==> src/rtl/lcd_bus_arbiter.sv <==
// lcd_bus_arbiter: shares one HD44780-style 8-bit LCD write bus between two
// byte requesters. It serialises writes and times RS/data setup, the E pulse
// and the post-write execution wait. A requester can lock the bus for the
// length of a multi-byte packet; an idle lock is force-released after a timeout.
module lcd_bus_arbiter #(
  parameter int SETUP_CYC     = 2,
  parameter int E_HIGH_CYC    = 12,
  parameter int WAIT_CYC      = 2500,
  parameter int LONG_WAIT_CYC = 100000,
  parameter int LOCK_TIMEOUT  = 1000000
) (
  input  logic       clk,
  input  logic       rst,
  input  logic       req0_valid,
  input  logic       req0_rs,
  input  logic [7:0] req0_data,
  input  logic       req0_last,
  output logic       req0_ready,
  input  logic       req1_valid,
  input  logic       req1_rs,
  input  logic [7:0] req1_data,
  input  logic       req1_last,
  output logic       req1_ready,
  output logic       lcd_rs,
  output logic       lcd_rw,
  output logic       lcd_e,
  output logic [7:0] lcd_data,
  output logic       busy,
  output logic       owner
);

  // One counter width covers every phase length and the lock timeout.
  localparam int MAX_A   = (WAIT_CYC > LONG_WAIT_CYC) ? WAIT_CYC : LONG_WAIT_CYC;
  localparam int MAX_B   = (MAX_A > LOCK_TIMEOUT) ? MAX_A : LOCK_TIMEOUT;
  localparam int MAX_C   = (MAX_B > SETUP_CYC) ? MAX_B : SETUP_CYC;
  localparam int MAX_CYC = (MAX_C > E_HIGH_CYC) ? MAX_C : E_HIGH_CYC;
  localparam int CNT_W   = $clog2(MAX_CYC + 1);

  // Terminal counts: each phase lasts N cycles, so it ends when the count is N-1.
  localparam logic [CNT_W-1:0] SETUP_LAST = CNT_W'(SETUP_CYC - 1);
  localparam logic [CNT_W-1:0] E_LAST     = CNT_W'(E_HIGH_CYC - 1);
  localparam logic [CNT_W-1:0] WAIT_LAST  = CNT_W'(WAIT_CYC - 1);
  localparam logic [CNT_W-1:0] LWAIT_LAST = CNT_W'(LONG_WAIT_CYC - 1);
  localparam logic [CNT_W-1:0] TO_LIMIT   = CNT_W'(LOCK_TIMEOUT);
  localparam logic [CNT_W-1:0] CNT_ZERO   = {CNT_W{1'b0}};
  localparam logic [CNT_W-1:0] CNT_ONE    = {{(CNT_W-1){1'b0}}, 1'b1};

  typedef enum logic [1:0] {
    ST_IDLE  = 2'd0,
    ST_SETUP = 2'd1,
    ST_PULSE = 2'd2,
    ST_WAIT  = 2'd3
  } state_t;

  state_t           state_r;
  state_t           state_s;
  logic [CNT_W-1:0] cnt_r;
  logic [CNT_W-1:0] tcnt_r;
  logic             lock_r;
  logic             owner_r;
  logic             long_wait_r;
  logic             lcd_rs_r;
  logic [7:0]       lcd_data_r;
  logic             lcd_e_r;

  logic             gnt_valid_s;
  logic             gnt_id_s;
  logic             accept_s;
  logic             sel_rs_s;
  logic [7:0]       sel_data_s;
  logic             sel_last_s;
  logic             long_cmd_s;
  logic             owner_valid_s;
  logic             timeout_fire_s;
  logic [CNT_W-1:0] wait_last_s;

  // Clear (0x01) and return-home (0x02/0x03) commands need the long execution wait.
  function automatic logic is_long_cmd(input logic rs, input logic [7:0] data);
    return (rs == 1'b0) &&
           ((data == 8'h01) || (data == 8'h02) || (data == 8'h03));
  endfunction

  assign owner_valid_s  = owner_r ? req1_valid : req0_valid;
  assign timeout_fire_s = (state_r == ST_IDLE) && lock_r && (tcnt_r == TO_LIMIT);
  assign wait_last_s    = long_wait_r ? LWAIT_LAST : WAIT_LAST;
  assign accept_s       = gnt_valid_s;

  // Grant: locked owner only; else the sole requester; on a tie the non-owner.
  // A firing lock timeout suppresses the grant so the tie is re-evaluated next cycle.
  always_comb begin
    gnt_valid_s = 1'b0;
    gnt_id_s    = 1'b0;
    if ((state_r == ST_IDLE) && !timeout_fire_s) begin
      if (lock_r) begin
        gnt_id_s    = owner_r;
        gnt_valid_s = owner_valid_s;
      end else if (req0_valid && req1_valid) begin
        gnt_id_s    = ~owner_r;
        gnt_valid_s = 1'b1;
      end else if (req0_valid) begin
        gnt_id_s    = 1'b0;
        gnt_valid_s = 1'b1;
      end else if (req1_valid) begin
        gnt_id_s    = 1'b1;
        gnt_valid_s = 1'b1;
      end else begin
        gnt_valid_s = 1'b0;
      end
    end else begin
      gnt_valid_s = 1'b0;
    end
  end

  // Select the granted requester's byte attributes.
  always_comb begin
    sel_rs_s   = 1'b0;
    sel_data_s = 8'h00;
    sel_last_s = 1'b0;
    if (gnt_id_s) begin
      sel_rs_s   = req1_rs;
      sel_data_s = req1_data;
      sel_last_s = req1_last;
    end else begin
      sel_rs_s   = req0_rs;
      sel_data_s = req0_data;
      sel_last_s = req0_last;
    end
    long_cmd_s = is_long_cmd(sel_rs_s, sel_data_s);
  end

  // State register.
  always_ff @(posedge clk or posedge rst) begin
    if (rst) begin
      state_r <= ST_IDLE;
    end else begin
      state_r <= state_s;
    end
  end

  // Next-state: accept -> setup -> E pulse -> execution wait -> idle.
  always_comb begin
    state_s = state_r;
    case (state_r)
      ST_IDLE: begin
        if (accept_s) begin
          state_s = ST_SETUP;
        end else begin
          state_s = ST_IDLE;
        end
      end
      ST_SETUP: begin
        if (cnt_r == SETUP_LAST) begin
          state_s = ST_PULSE;
        end else begin
          state_s = ST_SETUP;
        end
      end
      ST_PULSE: begin
        if (cnt_r == E_LAST) begin
          state_s = ST_WAIT;
        end else begin
          state_s = ST_PULSE;
        end
      end
      ST_WAIT: begin
        if (cnt_r == wait_last_s) begin
          state_s = ST_IDLE;
        end else begin
          state_s = ST_WAIT;
        end
      end
      default: state_s = ST_IDLE;
    endcase
  end

  // Outputs: ready only in IDLE for the granted requester; busy outside IDLE.
  always_comb begin
    req0_ready = 1'b0;
    req1_ready = 1'b0;
    busy       = 1'b0;
    case (state_r)
      ST_IDLE: begin
        req0_ready = gnt_valid_s && !gnt_id_s;
        req1_ready = gnt_valid_s && gnt_id_s;
        busy       = 1'b0;
      end
      ST_SETUP, ST_PULSE, ST_WAIT: begin
        busy = 1'b1;
      end
      default: begin
        busy = 1'b1;
      end
    endcase
  end

  // Phase counter: restarts on every state change, parked at zero in IDLE.
  always_ff @(posedge clk or posedge rst) begin
    if (rst) begin
      cnt_r <= CNT_ZERO;
    end else if ((state_s != state_r) || (state_r == ST_IDLE)) begin
      cnt_r <= CNT_ZERO;
    end else begin
      cnt_r <= cnt_r + CNT_ONE;
    end
  end

  // E is registered from the next state so it is high exactly while in PULSE.
  always_ff @(posedge clk or posedge rst) begin
    if (rst) begin
      lcd_e_r <= 1'b0;
    end else begin
      lcd_e_r <= (state_s == ST_PULSE);
    end
  end

  // Capture RS/data and the wait length on accept; held until the next accept.
  always_ff @(posedge clk or posedge rst) begin
    if (rst) begin
      lcd_rs_r    <= 1'b0;
      lcd_data_r  <= 8'h00;
      long_wait_r <= 1'b0;
    end else if (accept_s) begin
      lcd_rs_r    <= sel_rs_s;
      lcd_data_r  <= sel_data_s;
      long_wait_r <= long_cmd_s;
    end else begin
      lcd_rs_r    <= lcd_rs_r;
      lcd_data_r  <= lcd_data_r;
      long_wait_r <= long_wait_r;
    end
  end

  // Owner and packet lock: set by accepted bytes, lock dropped by the timeout.
  always_ff @(posedge clk or posedge rst) begin
    if (rst) begin
      owner_r <= 1'b1;
      lock_r  <= 1'b0;
    end else if (accept_s) begin
      owner_r <= gnt_id_s;
      lock_r  <= !sel_last_s;
    end else if (timeout_fire_s) begin
      owner_r <= owner_r;
      lock_r  <= 1'b0;
    end else begin
      owner_r <= owner_r;
      lock_r  <= lock_r;
    end
  end

  // Lock timeout: counts idle cycles while the locked owner has nothing to send.
  always_ff @(posedge clk or posedge rst) begin
    if (rst) begin
      tcnt_r <= CNT_ZERO;
    end else if (accept_s || (state_r != ST_IDLE) || timeout_fire_s) begin
      tcnt_r <= CNT_ZERO;
    end else if (lock_r && !owner_valid_s) begin
      tcnt_r <= tcnt_r + CNT_ONE;
    end else begin
      tcnt_r <= tcnt_r;
    end
  end

  assign lcd_rs   = lcd_rs_r;
  assign lcd_rw   = 1'b0;
  assign lcd_e    = lcd_e_r;
  assign lcd_data = lcd_data_r;
  assign owner    = owner_r;

endmodule

==> config.mk <==
export PLATFORM = sky130hd
export DESIGN_NAME = lcd_bus_arbiter
export DESIGN_NICKNAME = d
export VERILOG_FILES = /design/src/rtl/lcd_bus_arbiter.sv
export SDC_FILE = /design/constraint.sdc
export NUM_CORES = 1
export LEC_CHECK = 0
export ABC_AREA = 1
export CAP_MARGIN = 20
export CORE_ASPECT_RATIO = 0.75
export CORE_UTILIZATION = 30
export DETAILED_ROUTE_END_ITERATION = 8
export DONT_BUFFER_PORTS = 1
export SLEW_MARGIN = 5
export SYNTH_ARGS = -nofsm -noshare
export SYNTH_HDL_FRONTEND = slang
export SYNTH_SLANG_ARGS = --single-unit
==> constraint.sdc <==
create_clock -name clk -period 2 [get_ports clk]
set_input_delay 0.6 -clock clk [delete_from_list [all_inputs] [get_ports clk]]
set_output_delay 0.6 -clock clk [all_outputs]
set_load 0.1 [all_outputs]
==> out/qor.csv, run 1 <==
stage;metric;value;unit
timing;hold_violations;0;
finish;diodes;0;
floorplan;core_area;0.0110;mm2
grt;grt_overflow;0;
timing;fmax;435;MHz
yosys;synth_cell_types;35;
timing;skew;0.00389;ns
yosys;synth-compound-area-share;5.58;%
clock_tree;htreeDepth;2;
timing;rsz0062_at_grt;true;
floorplan;initial_utilization;31.1;%
critical_path;worstSetupEndpointType;output port;
yosys;yosys.area_share.adder;1.46;%
clock_tree;cts_tree;built;
power_and_ir_drop;power_density;472;mW/mm2
power_and_ir_drop;p_total;2.14;mW
critical_path;criticalPathCategory;register to output port;
yosys;synth_cells;463;
yosys;synth_nets;491;
yosys;async_flop_share;100;%
detailed_routing;vias;3187;
grt;top_usage_layer;met2;
finish;area_growth_syn_to_layout;32.6;%
timing;drv_slew;0;
floorplan;rows;33;
yosys;netlist.area_leader.share;39.4;%
grt;grt_max_degree;56;
status;status;complete, but fails checks;
placement;io_buffers;0;
clock_tree;clk_pin_slew;0.07;ns
yosys;synth-main-ff-cell;dfrtp_1;
critical_path;cp.arrival;1.70;ns
clock_tree;cts_buffer_depth;2;
timing;worst_slack;-0.298;ns
yosys;synth_common_cells;nand2_1, inv_1, dfrtp_1;
detailed_routing;drt-initial-drc-count;206;
grt;grt_use_met3;2.32;%
status;violations;design-rule violations, negative setup slack;
placement;dpl.hpwl;6000;um
floorplan;die_x;125;um
placement;routabilityCongestion;0.879;
detailed_routing;drcViolationCount;6;
grt;antenna_found_initial;0;
power_and_ir_drop;peakVddDrop;0.291;mV
yosys;ys_seq_area_share;40.2;%
critical_path;cp_max_fo;3;
clock_tree;cts.sinks;55;
clock_tree;worstSkewPairLatency;0.29;ns
grt;grt.met1_usage;19.6;%
yosys;ys.warnings.count;0;
yosys;synth.avg_cell_area;7.41;um2
placement;dp_slack;-0.0265;ns
yosys;synth_edf_count;0;
detailed_routing;via_per_inst;4.72;
placement;place_inst;646;
yosys;synth_simple_gate_area_share;36.4;%
finish;finalNonFillerCells;675;
clock_tree;numCtsBuffers;5;
yosys;synth_top_family_by_area;simple AND/OR/NAND/NOR gates;
critical_path;critPathLaunchType;register;
clock_tree;hold_buffers;0;
grt;use_met2;23.7;%
timing;post-route-period-util;115;%
yosys;yosysTopAreaCell;dfrtp_1;
power_and_ir_drop;p_leak;2.07;nW
finish;final_nets;563;
grt;grt_first_pass_wirelength;13900;um
worst_hold_path;hp-class;input pin to async pin;
yosys;synth.most_common_cell;nand2_1;
job;cap_violations;0;
floorplan;dieArea;0.0119;mm2
yosys;synth_seq_cells;55;
clock_tree;root_buffer;clkbuf_16;
grt;gr-usage-all-layers;14.4;%
floorplan;chipHeight;94.6;um
yosys;synth_area_leaders;dfrtp_1, nand2_1, inv_1;
finish;layout-drive-gt1-share;26.2;%
detailed_routing;final_antenna_net_count;0;
critical_path;required;1.40;ns
yosys;synth-xor-area-share;5.62;%
floorplan;ios;39;
yosys;synthMuxAreaShare;0;%
timing;setup_violations;22;
timing;finalCriticalPeriod;2.30;ns
yosys;synth.cell_area;0.00343;mm2
detailed_routing;routed_wl;8550;um
detailed_routing;avgRoutedWirePerCell;12.7;um
detailed_routing;first_pass_iters;6;
grt;grt_pass1_vias;2948;
-- final timing paths --
kind                                    startpoint                       to  slack, ns  depth (start not counted)
max                          tcnt_r[1]$_DFFE_PP0P_               req1_ready      -0.30                         10
min                                            rst       cnt_r[1]$_DFF_PP0_       0.25                          2
max reg2reg                  tcnt_r[1]$_DFFE_PP0P_       cnt_r[8]$_DFF_PP0_      -0.16                         16
min reg2reg                lcd_data[4]$_DFFE_PP0P_  lcd_data[4]$_DFFE_PP0P_       0.50                          2
max in group asynchronous                      rst        owner$_DFFE_PP1P_       1.46                          2
min in group clk                         req1_last       lock_r$_DFFE_PP0P_       0.50                          3
-- critical path, stage by stage (launching register included) --
cell and delay, ns:
dfrtp_1 0.40, inv_2 0.09, ha_4 0.12, nand4_1 0.11, nor2_2 0.11, nand3_2 0.12, nand2_2 0.10, inv_2 0.04
nand2_4 0.09, nor2_4 0.05, buf_12 0.16
-- placed cells by master, fill, tap and decap left out, drive strengths merged, types with 3 or more instances in the layout --
cell type,netlist,routed
nor3,13,13
a21oi,9,9
nor2,75,75
nand2,111,111
dfrtp,54,54
buf,11,73
xnor2,5,5
nand3,32,32
o21ai,23,23
xor2,17,17
ha,4,4
nand4,25,25
nor4,3,3
clkbuf,0,9
inv,73,72
-- registers in the layout, indices dropped and copies added (netlist names), 2 cells and up --
signal    count
cnt_r        20
lcd_data      8
state_r       2
tcnt_r       20
-- report_power, final --
group          leakage, nW  internal, mW  switching (mW)
clock               0.0769         0.585           0.377
sequential           0.736          1.11               0
combinational         1.26        0.0187          0.0517
-- cells by family (layout without fill, tap and decap cells) --
group | after synthesis | count (layout)
AO/OA/AOI/OAI | 34 | 34
XOR/XNOR | 22 | 22
adder cells (fa/ha/maj) | 4 | 4
buffers and inverters | 84 | 156
flip-flops | 55 | 55
other | 1 | 1
AND/OR/NAND/NOR | 263 | 263
-- stage by stage --
stage               cell area, um2  hold slack, ns  TNS, ns  util, %
floorplan                     3470           0.459    -1.33        -
global placement              4010           0.472        0     36.4
detailed placement            4010           0.484  -0.0508     36.4
CTS                           4210           0.256   -0.618     38.2
global route                  4550           0.266    -6.27     41.2
finish                        4550           0.248    -3.56     41.2
-- metal layers --
metal / share of wire, % / wire length (um)
met5: 0 / 0
met4: 1.1 / 95
met3: 4.2 / 355
met2: 45 / 3850
met1: 50 / 4250
-- final cells by class --
class	count	area [um2]
sequential	55	1380
multi-input combinational	324	1820
fill	1081	6480
tap	140	175
clock buffer	6	129
timing repair buffer	76	728
clock inverter	1	30.0
inverter	73	280
-- what timing repair did --
action	4_1_cts	5_1_grt
gates resized for setup	7	30
pin swaps	3	2
endpoints found under the setup margin	4	38
buffers inserted	4	14
cloned	0	4
Note: power is estimated with default switching activity, not from simulation.
==> run 2: changes to the inputs <==
--- a/config.mk
+++ b/config.mk
@@ -11,6 +11,7 @@
 export CORE_UTILIZATION = 30
 export DETAILED_ROUTE_END_ITERATION = 8
 export DONT_BUFFER_PORTS = 1
+export SKIP_CTS_REPAIR_TIMING = 1
 export SLEW_MARGIN = 5
 export SYNTH_ARGS = -nofsm -noshare
 export SYNTH_HDL_FRONTEND = slang
==> out/qor.csv, run 2 (synthesis results as in run 1) <==
stage;metric;value;unit
status;status;complete, but fails checks;
status;violations;design-rule violations, negative setup slack;
timing;setup_violations;2;
grt;antenna_found_initial;0;
floorplan;rows;33;
finish;final_cell_mix;nand2_1, inv_1, buf_4, dfrtp_1, nor2_1;
floorplan;die_x;125;um
power_and_ir_drop;p_leak;2.01;nW
timing;worst_slack;-0.343;ns
floorplan;core_area;0.0110;mm2
floorplan;ios;39;
detailed_routing;routed_wl;8330;um
power_and_ir_drop;peakVddDrop;0.291;mV
timing;skew;0.00667;ns
timing;post-route-period-util;117;%
critical_path;cp.arrival;1.74;ns
finish;final_common_cell;nand2_1;
placement;dpl.hpwl;6000;um
floorplan;chipHeight;94.6;um
clock_tree;cts_buffer_depth;2;
clock_tree;clk_pin_slew;0.07;ns
timing;hold_violations;0;
grt;grt_first_pass_wirelength;13700;um
finish;layout-drive-gt1-share;25.1;%
critical_path;criticalPathCategory;register to output port;
critical_path;critPathLaunchType;register;
floorplan;dieArea;0.0119;mm2
placement;io_buffers;0;
placement;placed_cell_area;0.00401;mm2
clock_tree;cts.sinks;55;
placement;routabilityCongestion;0.879;
timing;hold-worst-slack;0.245;ns
detailed_routing;final_antenna_net_count;0;
clock_tree;htreeDepth;2;
floorplan;initial_utilization;31.1;%
power_and_ir_drop;power_density;487;mW/mm2
clock_tree;cts_tree;built;
detailed_routing;vias;3176;
grt;grt_pass1_vias;2912;
timing;drv_slew;0;
critical_path;cp_max_fo;3;
finish;diodes;0;
clock_tree;worstSkewPairLatency;0.29;ns
clock_tree;root_buffer;clkbuf_16;
finish;design_area;0.00440;mm2
worst_hold_path;hp-class;input pin to async pin;
timing;fmax;427;MHz
timing;finalCriticalPeriod;2.34;ns
critical_path;worstSetupEndpointType;output port;
finish;n_fill_cell;1100;
grt;grt_max_degree;56;
detailed_routing;first_pass_iters;7;
detailed_routing;drt-initial-drc-count;203;
finish;area_growth_syn_to_layout;28.3;%
grt;gr-usage-all-layers;14.2;%
detailed_routing;avgRoutedWirePerCell;12.5;um
finish;multi_input_area;0.00179;mm2
detailed_routing;drcViolationCount;6;
finish;seq_area;0.00138;mm2
clock_tree;numCtsBuffers;5;
timing;rsz0062_at_grt;true;
detailed_routing;via_per_inst;4.77;
critical_path;required;1.40;ns
job;cap_violations;0;
finish;final_nets;554;
grt;grt_overflow;0;
[run 2: cell types whose count changed in the layout (fill, tap and decap cells not counted)]
cell | previous run | this run
nor2_2 | 14 | 24
nor2_4 | 13 | 4
buf_4 | 61 | 56
buf_8 | 2 | 0
inv_2 | 9 | 7
a311oi_1 | 1 | 0
a311oi_2 | 0 | 1
buf_12 | 6 | 5
clkbuf_16 | 8 | 7
inv_1 | 62 | 63
inv_4 | 1 | 2
nor2_1 | 48 | 47
[run 2: worst paths after layout]
check / slack [ns] / endpoint / startpoint / cells past startpoint
min reg2reg: 0.49 / cnt_r[0]$_DFF_PP0_ / cnt_r[0]$_DFF_PP0_ / 1
min: 0.25 / cnt_r[0]$_DFF_PP0_ / rst / 2
min in group clk: 0.49 / cnt_r[0]$_DFF_PP0_ / cnt_r[0]$_DFF_PP0_ / 1
max reg2reg: 0 / cnt_r[7]$_DFF_PP0_ / tcnt_r[0]$_DFFE_PP0P_ / 14
max: -0.34 / req0_ready / tcnt_r[0]$_DFFE_PP0P_ / 9
max in group asynchronous: 1.46 / owner$_DFFE_PP1P_ / rst / 2
[run 2: cell type report]
cell class,count,share of cell area [%]
clock buffer,6,2.93
clock inverter,1,0.682
inverter,73,6.43
multi-input combinational,324,40.6
sequential,55,31.4
tap,140,3.98
timing repair buffer,67,14.0
[run 2: power breakdown]
| part | total [mW] | switching, mW | internal [mW] | leakage [nW] |
|---|---|---|---|---|
| clock | 0.960 | 0.375 | 0.585 | 0.0769 |
| sequential | 1.11 | 0 | 1.11 | 0.736 |
| combinational | 0.0713 | 0.0522 | 0.0191 | 1.20 |
[run 2: critical path: stages, from the launching register on]
cell,delay (ns)
dfrtp_1,0.40
inv_2,0.09
ha_4,0.12
nand4_1,0.11
nor2_2,0.14
nand3_2,0.12
nand3_4,0.14
inv_4,0.04
nor2_4,0.12
buf_12,0.18
[run 2: through the flow]
stage	std cells	utilization, %	setup slack, ns	TNS (ns)	power [mW]
after detailed placement	646	36.4	-0.0265	-0.0508	1.21
after global routing	666	39.9	-0.446	-3.34	2.23
after global placement	646	36.4	0.0203	0	1.20
final	666	39.9	-0.343	-0.672	2.14
after CTS	653	37.8	-0.359	-0.734	2.18
after floorplan	463	-	-0.446	-1.33	1.19
[run 2: routing by layer]
metal  wire length [um]  part of all wire (%)  up-vias  track usage, %
li1                   -                     -     1592               -
met1               4140                    50     1507            19.6
met2               3740                    45       68            23.3
met3                365                   4.4        9            2.32
met4                 92                   1.1        0            3.66
met5                  0                     0        -               0
